===== src/rtl/darkfetch_if.sv =====
// Fetch-stage bundle: PC register link, instruction memory request/response,
// redirect from execute and the decode-side instruction stream.
interface darkfetch_if;
  logic [31:0] PC;
  logic        EN;
  logic [31:0] NXPC;
  logic        IREQ;
  logic [31:0] IADDR;
  logic        IACK;
  logic        IRVALID;
  logic [31:0] IDATA;
  logic        JMP;
  logic [31:0] JADDR;
  logic        IVALID;
  logic [31:0] INSTR;
  logic [31:0] IPC;
  logic        IREADY;

  modport master (
    input  PC, IACK, IRVALID, IDATA, JMP, JADDR, IREADY,
    output EN, NXPC, IREQ, IADDR, IVALID, INSTR, IPC
  );

  modport slave (
    output PC, IACK, IRVALID, IDATA, JMP, JADDR, IREADY,
    input  EN, NXPC, IREQ, IADDR, IVALID, INSTR, IPC
  );
endinterface


===== src/rtl/darkfetch.sv =====
// Instruction fetch unit: one outstanding memory request at a time, a 2-entry
// instruction buffer toward decode, and redirect handling that drops stale data.
module darkfetch #(
  parameter logic [31:0] RESET_PC = 32'h0,
  parameter int          DEPTH    = 2
) (
  input  logic        CLK,
  input  logic        RES,
  darkfetch_if.master bus
);

  typedef enum logic [1:0] {
    ST_IDLE    = 2'd0,
    ST_WAIT    = 2'd1,
    ST_DISCARD = 2'd2
  } state_t;

  localparam logic [1:0] DEPTH_C = 2'(DEPTH);

  state_t      state_q, state_d;
  logic [1:0]  count_q, count_d;
  logic        rd_ptr_q, rd_ptr_d;
  logic        wr_ptr_q, wr_ptr_d;
  logic [31:0] pend_addr_q, pend_addr_d;

  logic        accept;
  logic        push;
  logic        pop;
  logic        ivalid;

  logic [31:0] entry_instr [DEPTH];
  logic [31:0] entry_pc    [DEPTH];

  // Issue is gated by reset so nothing leaks out while RES is held low.
  assign bus.IREQ  = RES & (state_q == ST_IDLE) & (count_q < DEPTH_C) & ~bus.JMP;
  assign bus.IADDR = bus.PC;
  assign accept    = bus.IREQ & bus.IACK;

  assign bus.EN    = RES & (bus.JMP | accept);
  assign bus.NXPC  = bus.JMP ? bus.JADDR : (bus.PC + 32'd4);

  assign ivalid     = (count_q != 2'd0);
  assign bus.IVALID = ivalid;
  assign bus.INSTR  = entry_instr[rd_ptr_q];
  assign bus.IPC    = entry_pc[rd_ptr_q];

  // A redirect wins over both push and pop: the buffer empties on that edge.
  assign push = (state_q == ST_WAIT) & bus.IRVALID & ~bus.JMP;
  assign pop  = ivalid & bus.IREADY & ~bus.JMP;

  always_comb begin
    state_d     = state_q;
    pend_addr_d = pend_addr_q;
    case (state_q)
      ST_IDLE: begin
        if (accept) begin
          state_d     = ST_WAIT;
          pend_addr_d = bus.PC;
        end
      end
      ST_WAIT: begin
        if (bus.IRVALID)  state_d = ST_IDLE;
        else if (bus.JMP) state_d = ST_DISCARD;
      end
      ST_DISCARD: begin
        if (bus.IRVALID) state_d = ST_IDLE;
      end
      default: state_d = ST_IDLE;
    endcase
  end

  always_comb begin
    count_d  = count_q;
    rd_ptr_d = rd_ptr_q;
    wr_ptr_d = wr_ptr_q;
    if (bus.JMP) begin
      count_d  = 2'd0;
      rd_ptr_d = 1'b0;
      wr_ptr_d = 1'b0;
    end else begin
      count_d = count_q + {1'b0, push} - {1'b0, pop};
      if (push) wr_ptr_d = ~wr_ptr_q;
      if (pop)  rd_ptr_d = ~rd_ptr_q;
    end
  end

  always_ff @(posedge CLK or negedge RES) begin
    if (!RES) begin
      state_q     <= ST_IDLE;
      count_q     <= 2'd0;
      rd_ptr_q    <= 1'b0;
      wr_ptr_q    <= 1'b0;
      pend_addr_q <= RESET_PC;
    end else begin
      state_q     <= state_d;
      count_q     <= count_d;
      rd_ptr_q    <= rd_ptr_d;
      wr_ptr_q    <= wr_ptr_d;
      pend_addr_q <= pend_addr_d;
    end
  end

  genvar gi;
  generate
    for (gi = 0; gi < DEPTH; gi++) begin : g_entry
      logic [31:0] instr_q, instr_d;
      logic [31:0] pc_q, pc_d;
      logic        we;

      assign we = push & (wr_ptr_q == 1'(gi));

      always_comb begin
        instr_d = instr_q;
        pc_d    = pc_q;
        if (we) begin
          instr_d = bus.IDATA;
          pc_d    = pend_addr_q;
        end
      end

      always_ff @(posedge CLK or negedge RES) begin
        if (!RES) begin
          instr_q <= 32'd0;
          pc_q    <= 32'd0;
        end else begin
          instr_q <= instr_d;
          pc_q    <= pc_d;
        end
      end

      assign entry_instr[gi] = instr_q;
      assign entry_pc[gi]    = pc_q;
    end
  endgenerate

endmodule


===== src/flat_wrapper.sv =====
// flat-port wrapper written by rule: the top's interface ports become plain ports
module darkfetch_flat 
#(
  parameter logic [31:0] RESET_PC = 32'h0,
  parameter int          DEPTH    = 2
)
  (CLK, RES, bus_PC, bus_IACK, bus_IRVALID, bus_IDATA, bus_JMP, bus_JADDR, bus_IREADY, bus_EN, bus_NXPC, bus_IREQ, bus_IADDR, bus_IVALID, bus_INSTR, bus_IPC);
  darkfetch_if bus_i ();
  input  logic CLK;
  input  logic RES;
  input wire logic [$bits(bus_i.PC)-1:0] bus_PC;
  input wire logic [$bits(bus_i.IACK)-1:0] bus_IACK;
  input wire logic [$bits(bus_i.IRVALID)-1:0] bus_IRVALID;
  input wire logic [$bits(bus_i.IDATA)-1:0] bus_IDATA;
  input wire logic [$bits(bus_i.JMP)-1:0] bus_JMP;
  input wire logic [$bits(bus_i.JADDR)-1:0] bus_JADDR;
  input wire logic [$bits(bus_i.IREADY)-1:0] bus_IREADY;
  output wire logic [$bits(bus_i.EN)-1:0] bus_EN;
  output wire logic [$bits(bus_i.NXPC)-1:0] bus_NXPC;
  output wire logic [$bits(bus_i.IREQ)-1:0] bus_IREQ;
  output wire logic [$bits(bus_i.IADDR)-1:0] bus_IADDR;
  output wire logic [$bits(bus_i.IVALID)-1:0] bus_IVALID;
  output wire logic [$bits(bus_i.INSTR)-1:0] bus_INSTR;
  output wire logic [$bits(bus_i.IPC)-1:0] bus_IPC;
  assign bus_i.PC = bus_PC;
  assign bus_i.IACK = bus_IACK;
  assign bus_i.IRVALID = bus_IRVALID;
  assign bus_i.IDATA = bus_IDATA;
  assign bus_i.JMP = bus_JMP;
  assign bus_i.JADDR = bus_JADDR;
  assign bus_i.IREADY = bus_IREADY;
  assign bus_EN = bus_i.EN;
  assign bus_NXPC = bus_i.NXPC;
  assign bus_IREQ = bus_i.IREQ;
  assign bus_IADDR = bus_i.IADDR;
  assign bus_IVALID = bus_i.IVALID;
  assign bus_INSTR = bus_i.INSTR;
  assign bus_IPC = bus_i.IPC;
  darkfetch #(.RESET_PC(RESET_PC), .DEPTH(DEPTH)) u_core (.CLK(CLK), .RES(RES), .bus(bus_i));
endmodule

===== config.mk =====
export PLATFORM = sky130hd
export DESIGN_NAME = darkfetch_flat
export DESIGN_NICKNAME = d
export VERILOG_FILES = /design/src/rtl/darkfetch_if.sv /design/src/rtl/darkfetch.sv /design/src/flat_wrapper.sv
export SDC_FILE = /design/constraint.sdc
export NUM_CORES = 1
export LEC_CHECK = 0
export BUFFER_PORTS_ARGS = -buffer_cell sky130_fd_sc_hd__buf_2
export CORE_ASPECT_RATIO = 0.9
export CORE_MARGIN = 4
export CORE_UTILIZATION = 51
export DETAILED_ROUTE_END_ITERATION = 16
export PLACE_DENSITY = 0.79
export RECOVER_POWER = 50
export SLEW_MARGIN = 20
export SYNTH_ARGS = -nofsm -noshare
export SYNTH_HDL_FRONTEND = slang
export SYNTH_SLANG_ARGS = --single-unit

===== constraint.sdc =====
create_clock -name CLK -period 3.48 [get_ports CLK]
set_input_delay 0.696 -clock CLK [delete_from_list [all_inputs] [get_ports CLK]]
set_output_delay 0.696 -clock CLK [all_outputs]
set_load 0.02 [all_outputs]

==> impl_metrics.csv, run 1 <==
group,metric,value,unit
logic_synthesis,ys_top_cells_by_count,"mux2_2 (227), dfrtp_1 (166), buf_4 (32)",
power,leakage,4.79,nW
clock_network,postCtsSetupBuffers,0,
power,p_per_area,659,nW/µm²
floorplan,die_w,141,µm
global_route,use_met3,5.26,%
timing,worstMarginPinSlew,2.18,ns
timing,fin_tns_setup,0,ns
timing,holdWs,0.466,ns
floorplan,core_area,15500,µm²
power,ir_drop,0.000423,V
detailed_routing,via_per_inst,5.36,
clock_network,cts.clk_slew.worst_paths,0.06,ns
clock_network,cts-root-buf,"clkbuf_16",
timing,finalCritPeriodShare,94.1,%
timing,hold_viol,0,
layout,area_delta_synth_final,21.9,%
power,p_total,0.00654,W
logic_synthesis,synth_ff_type,"dfrtp_1",
logic_synthesis,ys_top_cells_by_area,"dfrtp_1 (51%), mux2_2 (31%), buf_4 (3.0%)",
logic_synthesis,synth_edf_count,0,
global_route,globalRoute.totalOverflow,0,
clock_network,cts_buffers,17,
layout,n_antenna_cell,0,
worst_hold_path,hp-class,"input pin to flop",
logic_synthesis,synth_top_area_share,51.0,%
placement,gp_congestion,0.824,
setup_path,rr_worst_depth,5,
placement,placed_area,9340,µm²
setup_path,cp-end-kind,"primary output",
timing,rsz0062_at_grt,"false",
global_route,grt_util_met1,27.0,%
clock_network,clock_sinks,166,
timing,fin_skew,0.00669,ns
logic_synthesis,syn_avg_cell_area,12.8,µm²
logic_synthesis,yosysTopAreaCell,"dfrtp_1",
detailed_routing,drc,0,
detailed_routing,wl_per_cell,17.2,µm
global_route,grt-busiest-layer,"met2",
layout,design_area,9920,µm²
run,maxCapViolations,2,
detailed_routing,postRouteAntennaNets,0,
logic_synthesis,synth_seq_cells,166,
global_route,track_usage,20.5,%
logic_synthesis,yosysUniqueCellTypes,35,
detailed_routing,drt_pass1_iterations,4,
logic_synthesis,async_flop_share,100,%
layout,nNetsFinal,943,
placement,hpwl,12.5,mm
clock_network,clkLatencyLatePin,0.41,ns
logic_synthesis,ys_seq_area_share,51.0,%
setup_path,crit_type,"input pin to primary output",
timing,maxSlewHeadroom,-45.3,%
clock_network,clockBufferDepth,2,
logic_synthesis,syn_area,8140,µm²
floorplan,ios,233,
logic_synthesis,yosys.area_share.adder,0.461,%
layout,fillers,1236,
setup_path,cp-start-kind,"input pin",
outcome,violations,"capacitance limit, slew limit",
layout,fin_util,63.8,%
clock_network,htree_levels,4,
timing,finalCriticalPeriod,3.27,ns
timing,finalMaxSlewViolations,201,
logic_synthesis,syn_nets,741,
outcome,status,"finished, violations left",
setup_path,cp.arrival,2.58,ns
detailed_routing,drtIter0Drc,299,
timing,setup_viol,0,
clock_network,cts_tree,"done",
floorplan,die_y,128,µm
logic_synthesis,synth_mux_area_share,31.4,%
floorplan,die_area,18000,µm²
global_route,antenna_found_initial,0,
floorplan,fp-row-count,43,
setup_path,crit_fanout,18,
global_route,grt_pass1_vias,5855,
global_route,grt_pass1_wl,29.5,mm
placement,io_buffer_count,232,
logic_synthesis,syn_inst,636,
logic_synthesis,synth-xor-area-share,2.04,%
detailed_routing,route.vias.total,5643,
logic_synthesis,synth-simple-area-share,6.67,%
global_route,grt_max_degree,167,
detailed_routing,drt-total-wl,18.2,mm
setup_path,cp.required,2.78,ns
logic_synthesis,synth-compound-area-share,3.38,%
logic_synthesis,synth_top_family_by_area,"multiplexers",
timing,clock.fmax,0.305,GHz
worst_hold_path,hold_depth,2,
floorplan,start_util,52.3,%
logic_synthesis,yosysMostFrequentCell,"mux2_2",
global_route,use_met2,33.4,%
layout,layout-drive-gt1-share,56.2,%
logic_synthesis,ys_warn_count,0,
[flip-flops by register name, indices dropped and copies added, names as in the netlist]
register / cells
u_core.count_q: 2
u_core.g_entry.instr_q: 64
u_core.g_entry.pc_q: 64
u_core.pend_addr_q: 32
u_core.rd_ptr_q: 1
u_core.state_q: 2
u_core.wr_ptr_q: 1
[critical path: stages]
cell and delay (ns):
buf_2 0.14, and2_1 0.22, or3b_1 0.59, or4_1 0.57
a31oi_1 0.17, buf_2 0.19
[what timing repair did]
action | in CTS | in global routing
endpoints found under the setup margin | 0 | 1
gates resized for setup | 0 | 1
hold buffers | 0 | 0
[final timing paths]
kind                                           start                    endpoint  slack (ns)
min                                      bus_IRVALID           u_core.state_q[1]        0.47
max in group asynchronous                        RES             u_core.rd_ptr_q        0.81
max                                       bus_PC[17]                bus_NXPC[31]        0.21
max reg2reg                        u_core.state_q[1]      u_core.pend_addr_q[30]        0.61
min reg2reg                u_core.g_entry[1].pc_q[7]   u_core.g_entry[1].pc_q[7]        0.50
min in group asynchronous                        RES  u_core.g_entry[1].pc_q[22]        1.21
[stage by stage]
step,cells,setup slack (ns)
floorplan,636,0.339
global placement,1021,0.168
detailed placement,1021,0.130
CTS,1053,0.122
global route,1053,0.0528
finish,1053,0.205
[power by group]
part / internal, W / leakage [nW] / switching (W)
logic: 0.000881 / 2.34 / 0.000994
registers: 0.00238 / 2.14 / 0.000241
clock network: 0.00130 / 0.312 / 0.000744
[area by class of cell]
type,count,area (µm²),area share [%]
sequential,166,4160,41.9
tap,202,253,2.55
inverter,9,33.8,0.340
clock inverter,12,200,2.02
clock buffer,20,447,4.50
multi-input combinational,396,3600,36.3
timing repair buffer,248,1230,12.4
[kinds of logic (layout without fill, tap and decap cells)]
logic type	count (synthesis)	count (layout)
muxes	227	227
and+or+nand+nor	102	102
adders and majority gates	3	3
AOI/OAI and AO/OA	45	45
DFF	166	166
buffers and inverters	74	289
xor gates and xnor gates	19	19
[layer usage]
layer / wire (µm) / share of wire, %
met3: 1150 / 6.3
met2: 8720 / 48
met5: 0 / 0
met1: 8000 / 44
met4: 289 / 1.6
[layout by cell type (no fill, tap or decap), types with 2 or more instances in the layout]
cell,n
nand3b_1,2
ha_1,3
a31oi_1,13
clkinvlp_4,2
nor2_1,21
and3_1,2
xor2_1,7
or4_1,11
bufinv_16,5
o31ai_1,10
dfrtp_1,165
nand3_1,9
nor4_1,6
nor3_1,3
or3_1,3
mux2_2,227
buf_2,198
nand4_1,8
clkbuf_1,37
inv_1,8
xnor2_1,12
buf_4,14
o21ai_0,17
nand2_1,25
clkbuf_16,17
clkinv_2,3
a21oi_1,2
No activity file was read; power rests on OpenSTA's default activity.
==> run 2, diff against run 1 <==
--- a/config.mk
+++ b/config.mk
@@ -7,11 +7,12 @@
 export LEC_CHECK = 0
 export BUFFER_PORTS_ARGS = -buffer_cell sky130_fd_sc_hd__buf_2
 export CORE_ASPECT_RATIO = 0.9
-export CORE_MARGIN = 4
+export CORE_MARGIN = 2
 export CORE_UTILIZATION = 51
 export DETAILED_ROUTE_END_ITERATION = 16
 export PLACE_DENSITY = 0.79
 export RECOVER_POWER = 50
+export SETUP_SLACK_MARGIN = 0.3
 export SLEW_MARGIN = 20
 export SYNTH_ARGS = -nofsm -noshare
 export SYNTH_HDL_FRONTEND = slang
==> impl_metrics.csv, run 2 (synthesis results as in run 1) <==
group,metric,value,unit
detailed_routing,route.vias.total,5785,
clock_network,clock_sinks,166,
placement,place_worst_setup_slack,0.192,ns
setup_path,worst-r2r-setup-slack,0.85,ns
detailed_routing,via_per_inst,5.47,
clock_network,cts.clk_slew.worst_paths,0.06,ns
setup_path,path_cells,"buf_2 > nand4_1 > or3_4 > or4_1 > a31oi_1 > buf_2",
setup_path,slowest_delay,0.52,ns
placement,dp.cells,1023,
setup_path,cp.arrival,2.47,ns
floorplan,ios,233,
detailed_routing,drt_pass1_iterations,4,
power,ir_drop,0.000481,V
outcome,status,"finished, violations left",
run,maxCapViolations,2,
worst_hold_path,hold_start,"bus_IRVALID",
placement,placed_area,9340,µm²
power,pwr-share-comb,28.6,%
timing,hold_viol,0,
placement,hpwl,12.4,mm
power,leakage,4.83,nW
timing,fin_skew,0.0147,ns
floorplan,start_util,52.5,%
timing,setup_viol,0,
timing,worstMarginPinSlew,1.82,ns
power,switchingPower,0.00199,W
power,seq_power_share,39.5,%
layout,area_delta_synth_final,22.8,%
power,p_clk_share,31.9,%
setup_path,cp-start-kind,"input pin",
timing,worst_slack,0.311,ns
clock_network,cts_buffers,17,
global_route,grt_pass1_vias,5634,
worst_hold_path,min_to,"u_core.state_q[1]",
setup_path,cp.required,2.78,ns
outcome,violations,"capacitance limit, slew limit",
placement,io_buffer_count,232,
clock_network,cts_hold_buf,0,
setup_path,cpMostUsedCell,"buf_2",
global_route,grt_max_degree,76,
detailed_routing,drc,0,
clock_network,htree_levels,4,
layout,design_area,9990,µm²
timing,clock.fmax,0.316,GHz
layout,largest_registers,"u_core.g_entry.instr_q (64), u_core.g_entry.pc_q (64), u_core.pend_addr_q (32)",
global_route,grt_pass1_wl,28.5,mm
floorplan,core_area,15500,µm²
floorplan,die_area,17000,µm²
floorplan,die_w,137,µm
floorplan,die_y,124,µm
layout,layout-drive-gt1-share,57.0,%
detailed_routing,postRouteAntennaNets,0,
timing,fin_tns_setup,0,ns
worst_hold_path,hold_depth,2,
timing,finalCriticalPeriod,3.17,ns
power,p_total,0.00662,W
setup_path,path_depth,6,
placement,gp_congestion,0.865,
timing,finalCritPeriodShare,91.1,%
setup_path,critPathTopFamily,"simple AND/OR/NAND/NOR gates",
setup_path,crit_type,"input pin to primary output",
detailed_routing,drtIter0Drc,224,
layout,final_cell_mix,"mux2_2 (227), buf_2 (196), dfrtp_1 (165)",
timing,maxSlewHeadroom,-21.1,%
power,internal_power,0.00463,W
clock_network,cts_tree,"done",
clock_network,clkLatencyLatePin,0.42,ns
power,p_per_area,662,nW/µm²
clock_network,clockBufferDepth,2,
global_route,globalRoute.totalOverflow,0,
setup_path,crit_fanout,10,
layout,nNetsFinal,948,
setup_path,r2r_start,"u_core.state_q[1]",
setup_path,cp-end-kind,"primary output",
layout,n_antenna_cell,0,
global_route,track_usage,21.9,%
clock_network,cts-root-buf,"clkbuf_16",
setup_path,r2r-end,"u_core.g_entry[0].instr_q[24]",
setup_path,slowest_stage,"or3_4",
timing,rsz0062_at_grt,"true",
layout,final_common_cell,"mux2_2",
floorplan,fp-row-count,43,
setup_path,rr_worst_depth,4,
layout,final_cell_count_no_fill,1057,
detailed_routing,drt-total-wl,18.8,mm
worst_hold_path,hp-class,"input pin to flop",
setup_path,timing.critical_path.buf_inv,2,
global_route,antenna_found_initial,0,
power,switching_share,30.1,%
timing,finalMaxSlewViolations,101,
detailed_routing,wl_per_cell,17.8,µm
run 2: layout make-up:
type / instances / area [µm²]
inverter: 9 / 33.8
sequential: 166 / 4160
tap: 202 / 253
clock inverter: 13 / 226
multi-input combinational: 398 / 3630
clock buffer: 18 / 439
fill: 1248 / 5500
timing repair buffer: 251 / 1250
run 2: power groups by stage:
| stage | logic (W) | clock network (W) | registers, W |
|---|---|---|---|
| 3_3_place_gp | 0.00187 | 0 | 0.00263 |
| 2_1_floorplan | 0.00133 | 0 | 0.00257 |
| 5_1_grt | 0.00203 | 0.00223 | 0.00268 |
| 4_1_cts | 0.00192 | 0.00214 | 0.00262 |
| 3_5_place_dp | 0.00190 | 0 | 0.00265 |
| 6_report | 0.00189 | 0.00211 | 0.00262 |
run 2: worst max path at each step:
stage,startpoint,to
after global placement,bus_PC[2],bus_NXPC[26]
after CTS,bus_PC[2],bus_NXPC[24]
after global routing,RES,u_core.g_entry[1].instr_q[5]
after detailed placement,bus_PC[2],bus_NXPC[24]
final,bus_PC[11],bus_NXPC[31]
after floorplan,bus_PC[2],bus_NXPC[28]
run 2: per-stage QoR:
| stage | utilization [%] | hold slack (ns) |
|---|---|---|
| after floorplan | - | 0.400 |
| after global placement | 60.3 | 0.474 |
| after detailed placement | 60.3 | 0.487 |
| after CTS | 64.6 | 0.369 |
| after global routing | 64.5 | 0.455 |
| final | 64.5 | 0.455 |
run 2: what timing repair did:
action,4_1_cts,5_1_grt
setup endpoints to repair,10,9
setup buffers,0,1
cloned,0,2
gates resized for setup,2,7
pin swaps,1,3
run 2: metal layers:
layer | vias up | global-route usage [%] | share of wire [%]
li1 | 2686 | - | -
met4 | 0 | 6.64 | 1.2
met2 | 199 | 36.3 | 49
met3 | 15 | 5.74 | 6.4
met1 | 2885 | 28.2 | 44
met5 | - | 0 | 0
==> run 3, diff against run 2 <==
--- a/config.mk
+++ b/config.mk
@@ -6,10 +6,12 @@
 export NUM_CORES = 1
 export LEC_CHECK = 0
 export BUFFER_PORTS_ARGS = -buffer_cell sky130_fd_sc_hd__buf_2
-export CORE_ASPECT_RATIO = 0.9
+export CORE_ASPECT_RATIO = 0.7
 export CORE_MARGIN = 2
 export CORE_UTILIZATION = 51
+export CTS_CLUSTER_SIZE = 28
 export DETAILED_ROUTE_END_ITERATION = 16
+export HOLD_SLACK_MARGIN = 0.15
 export PLACE_DENSITY = 0.79
 export RECOVER_POWER = 50
 export SETUP_SLACK_MARGIN = 0.3
==> impl_metrics.csv, run 3 (synthesis results as in run 1) <==
group,metric,value,unit
setup_path,path_cells,"buf_2 > ha_1 > nand3_2 > or3_4 > or4_1 > a31oi_1 > buf_2",
clock_network,clockBufferDepth,2,
timing,setup_viol,0,
detailed_routing,wl_met3,1.15,mm
floorplan,die_y,110,µm
power,leakage,4.82,nW
layout,n_antenna_cell,0,
clock_network,clkLatencyLatePin,0.43,ns
run,maxCapViolations,2,
floorplan,die_w,155,µm
setup_path,cpMostUsedCell,"buf_2",
setup_path,slowest_delay,0.49,ns
power,pwr-share-comb,29.3,%
clock_network,cts_tree,"done",
detailed_routing,drc,0,
global_route,globalRoute.totalOverflow,0,
global_route,grt_pass1_wl,29.2,mm
layout,area_delta_synth_final,23.6,%
clock_network,cts_buffers,17,
global_route,antenna_found_initial,0,
clock_network,clock_sinks,166,
timing,fin_tns_setup,0,ns
clock_network,cts-root-buf,"clkbuf_16",
timing,finalMaxSlewViolations,198,
detailed_routing,drt-total-wl,19.3,mm
timing,finalCriticalPeriod,3.20,ns
power,switching_share,31.3,%
placement,hpwl,12.8,mm
floorplan,core_area,15500,µm²
detailed_routing,via_per_inst,5.50,
layout,largest_registers,"u_core.g_entry.instr_q (64), u_core.g_entry.pc_q (64), u_core.pend_addr_q (32)",
power,internal_power,0.00445,W
setup_path,slowest_stage,"or3_4",
placement,gp_congestion,0.808,
detailed_routing,dr.max_layer_used,"met4",
power,ir_drop,0.000292,V
timing,fin_skew,0.00775,ns
timing,maxSlewHeadroom,-45.4,%
floorplan,ios,233,
layout,nNetsFinal,950,
detailed_routing,drtIter0Drc,301,
global_route,grt_pass1_vias,5645,
worst_hold_path,hp-class,"input pin to flop",
detailed_routing,dr_wl_met2,9.00,mm
detailed_routing,wl_met1,8.75,mm
placement,io_buffer_count,232,
setup_path,cp-start-kind,"input pin",
setup_path,cp.required,2.78,ns
global_route,grt_max_degree,167,
timing,clock.fmax,0.313,GHz
floorplan,start_util,52.3,%
timing,rsz0062_at_grt,"true",
power,p_total,0.00648,W
outcome,status,"finished, violations left",
timing,finalCritPeriodShare,91.9,%
floorplan,die_area,17000,µm²
power,p_per_area,644,nW/µm²
setup_path,crit_fanout,8,
clock_network,htree_levels,4,
power,seq_power_share,40.5,%
setup_path,cp-end-kind,"primary output",
detailed_routing,wl_per_cell,18.2,µm
detailed_routing,route.vias.total,5820,
outcome,violations,"capacitance limit, slew limit",
floorplan,fp-row-count,38,
timing,hold_viol,0,
setup_path,cp.arrival,2.50,ns
setup_path,crit_type,"input pin to primary output",
layout,layout-drive-gt1-share,57.8,%
power,p_clk_share,30.3,%
layout,final_common_cell,"mux2_2",
clock_network,cts.clk_slew.worst_paths,0.06,ns
global_route,track_usage,22.5,%
power,switchingPower,0.00203,W
detailed_routing,drt_pass1_iterations,4,
layout,final_cell_mix,"mux2_2 (227), buf_2 (191), dfrtp_1 (166)",
timing,worstMarginPinSlew,2.18,ns
detailed_routing,postRouteAntennaNets,0,
run 3: area by class of cell:
class                   count  area [µm²]
fillers                  1205        5490
flip-flops and latches    166        4150
multi-input cells         398        3680
repair buffers            253        1320
clock buffers              19         453
well taps                 200         250
clock inverters            13         171
inverters                   9        33.8
run 3: critical path: cells and delay by family:
family	cells	cell delay [ns]
fa+ha+maj	1	0.20
buf+inv	2	0.29
compound gates	1	0.19
simple gates	3	1.12
run 3: worst paths after layout:
path | cells after the start | start | slack (ns) | to
hold / removal | 2 | bus_IRVALID | 0.45 | u_core.state_q[1]
setup reg to reg | 4 | u_core.state_q[1] | 0.57 | u_core.g_entry[0].pc_q[8]
setup / recovery | 7 | bus_PC[2] | 0.28 | bus_NXPC[26]
hold reg to reg | 1 | u_core.g_entry[1].pc_q[7] | 0.50 | u_core.g_entry[1].pc_q[7]
min in group asynchronous | 2 | RES | 1.21 | u_core.g_entry[1].instr_q[31]
max in group asynchronous | 2 | RES | 0.96 | u_core.pend_addr_q[6]
run 3: power groups by stage:
stage,registers (W),logic [W],clock network (W)
after global routing,0.00268,0.00202,0.00209
after detailed placement,0.00265,0.00190,0
after global placement,0.00263,0.00187,0
after floorplan,0.00257,0.00133,0
after CTS,0.00262,0.00191,0.00200
final,0.00262,0.00190,0.00196
run 3: repair_timing:
action / in CTS / in global routing
pin swaps: 1 / 11
buffers inserted: 0 / 1
resized for setup: 3 / 22
gates cloned: 0 / 2
hold buffers: 0 / 0
setup endpoints to repair: 11 / 9
run 3: metrics by stage:
| step | cells | area, µm² | util, % | setup slack [ns] | hold slack [ns] |
|---|---|---|---|---|---|
| 6_report | 1058 | 10100 | 64.7 | 0.281 | 0.450 |
| 3_5_place_dp | 1023 | 9380 | 60.4 | 0.165 | 0.487 |
| 2_1_floorplan | 636 | 8140 | - | 0.339 | 0.400 |
| 4_1_cts | 1055 | 10000 | 64.5 | 0.274 | 0.434 |
| 5_1_grt | 1058 | 10100 | 64.7 | 0.179 | 0.451 |
| 3_3_place_gp | 1023 | 9380 | 60.4 | 0.145 | 0.481 |
run 3: layer usage:
metal / track usage [%] / vias to the layer above
met5: 0 / -
met4: 9.66 / 0
met3: 5.12 / 33
met2: 36.4 / 202
met1: 29.4 / 2900
li1: - / 2685
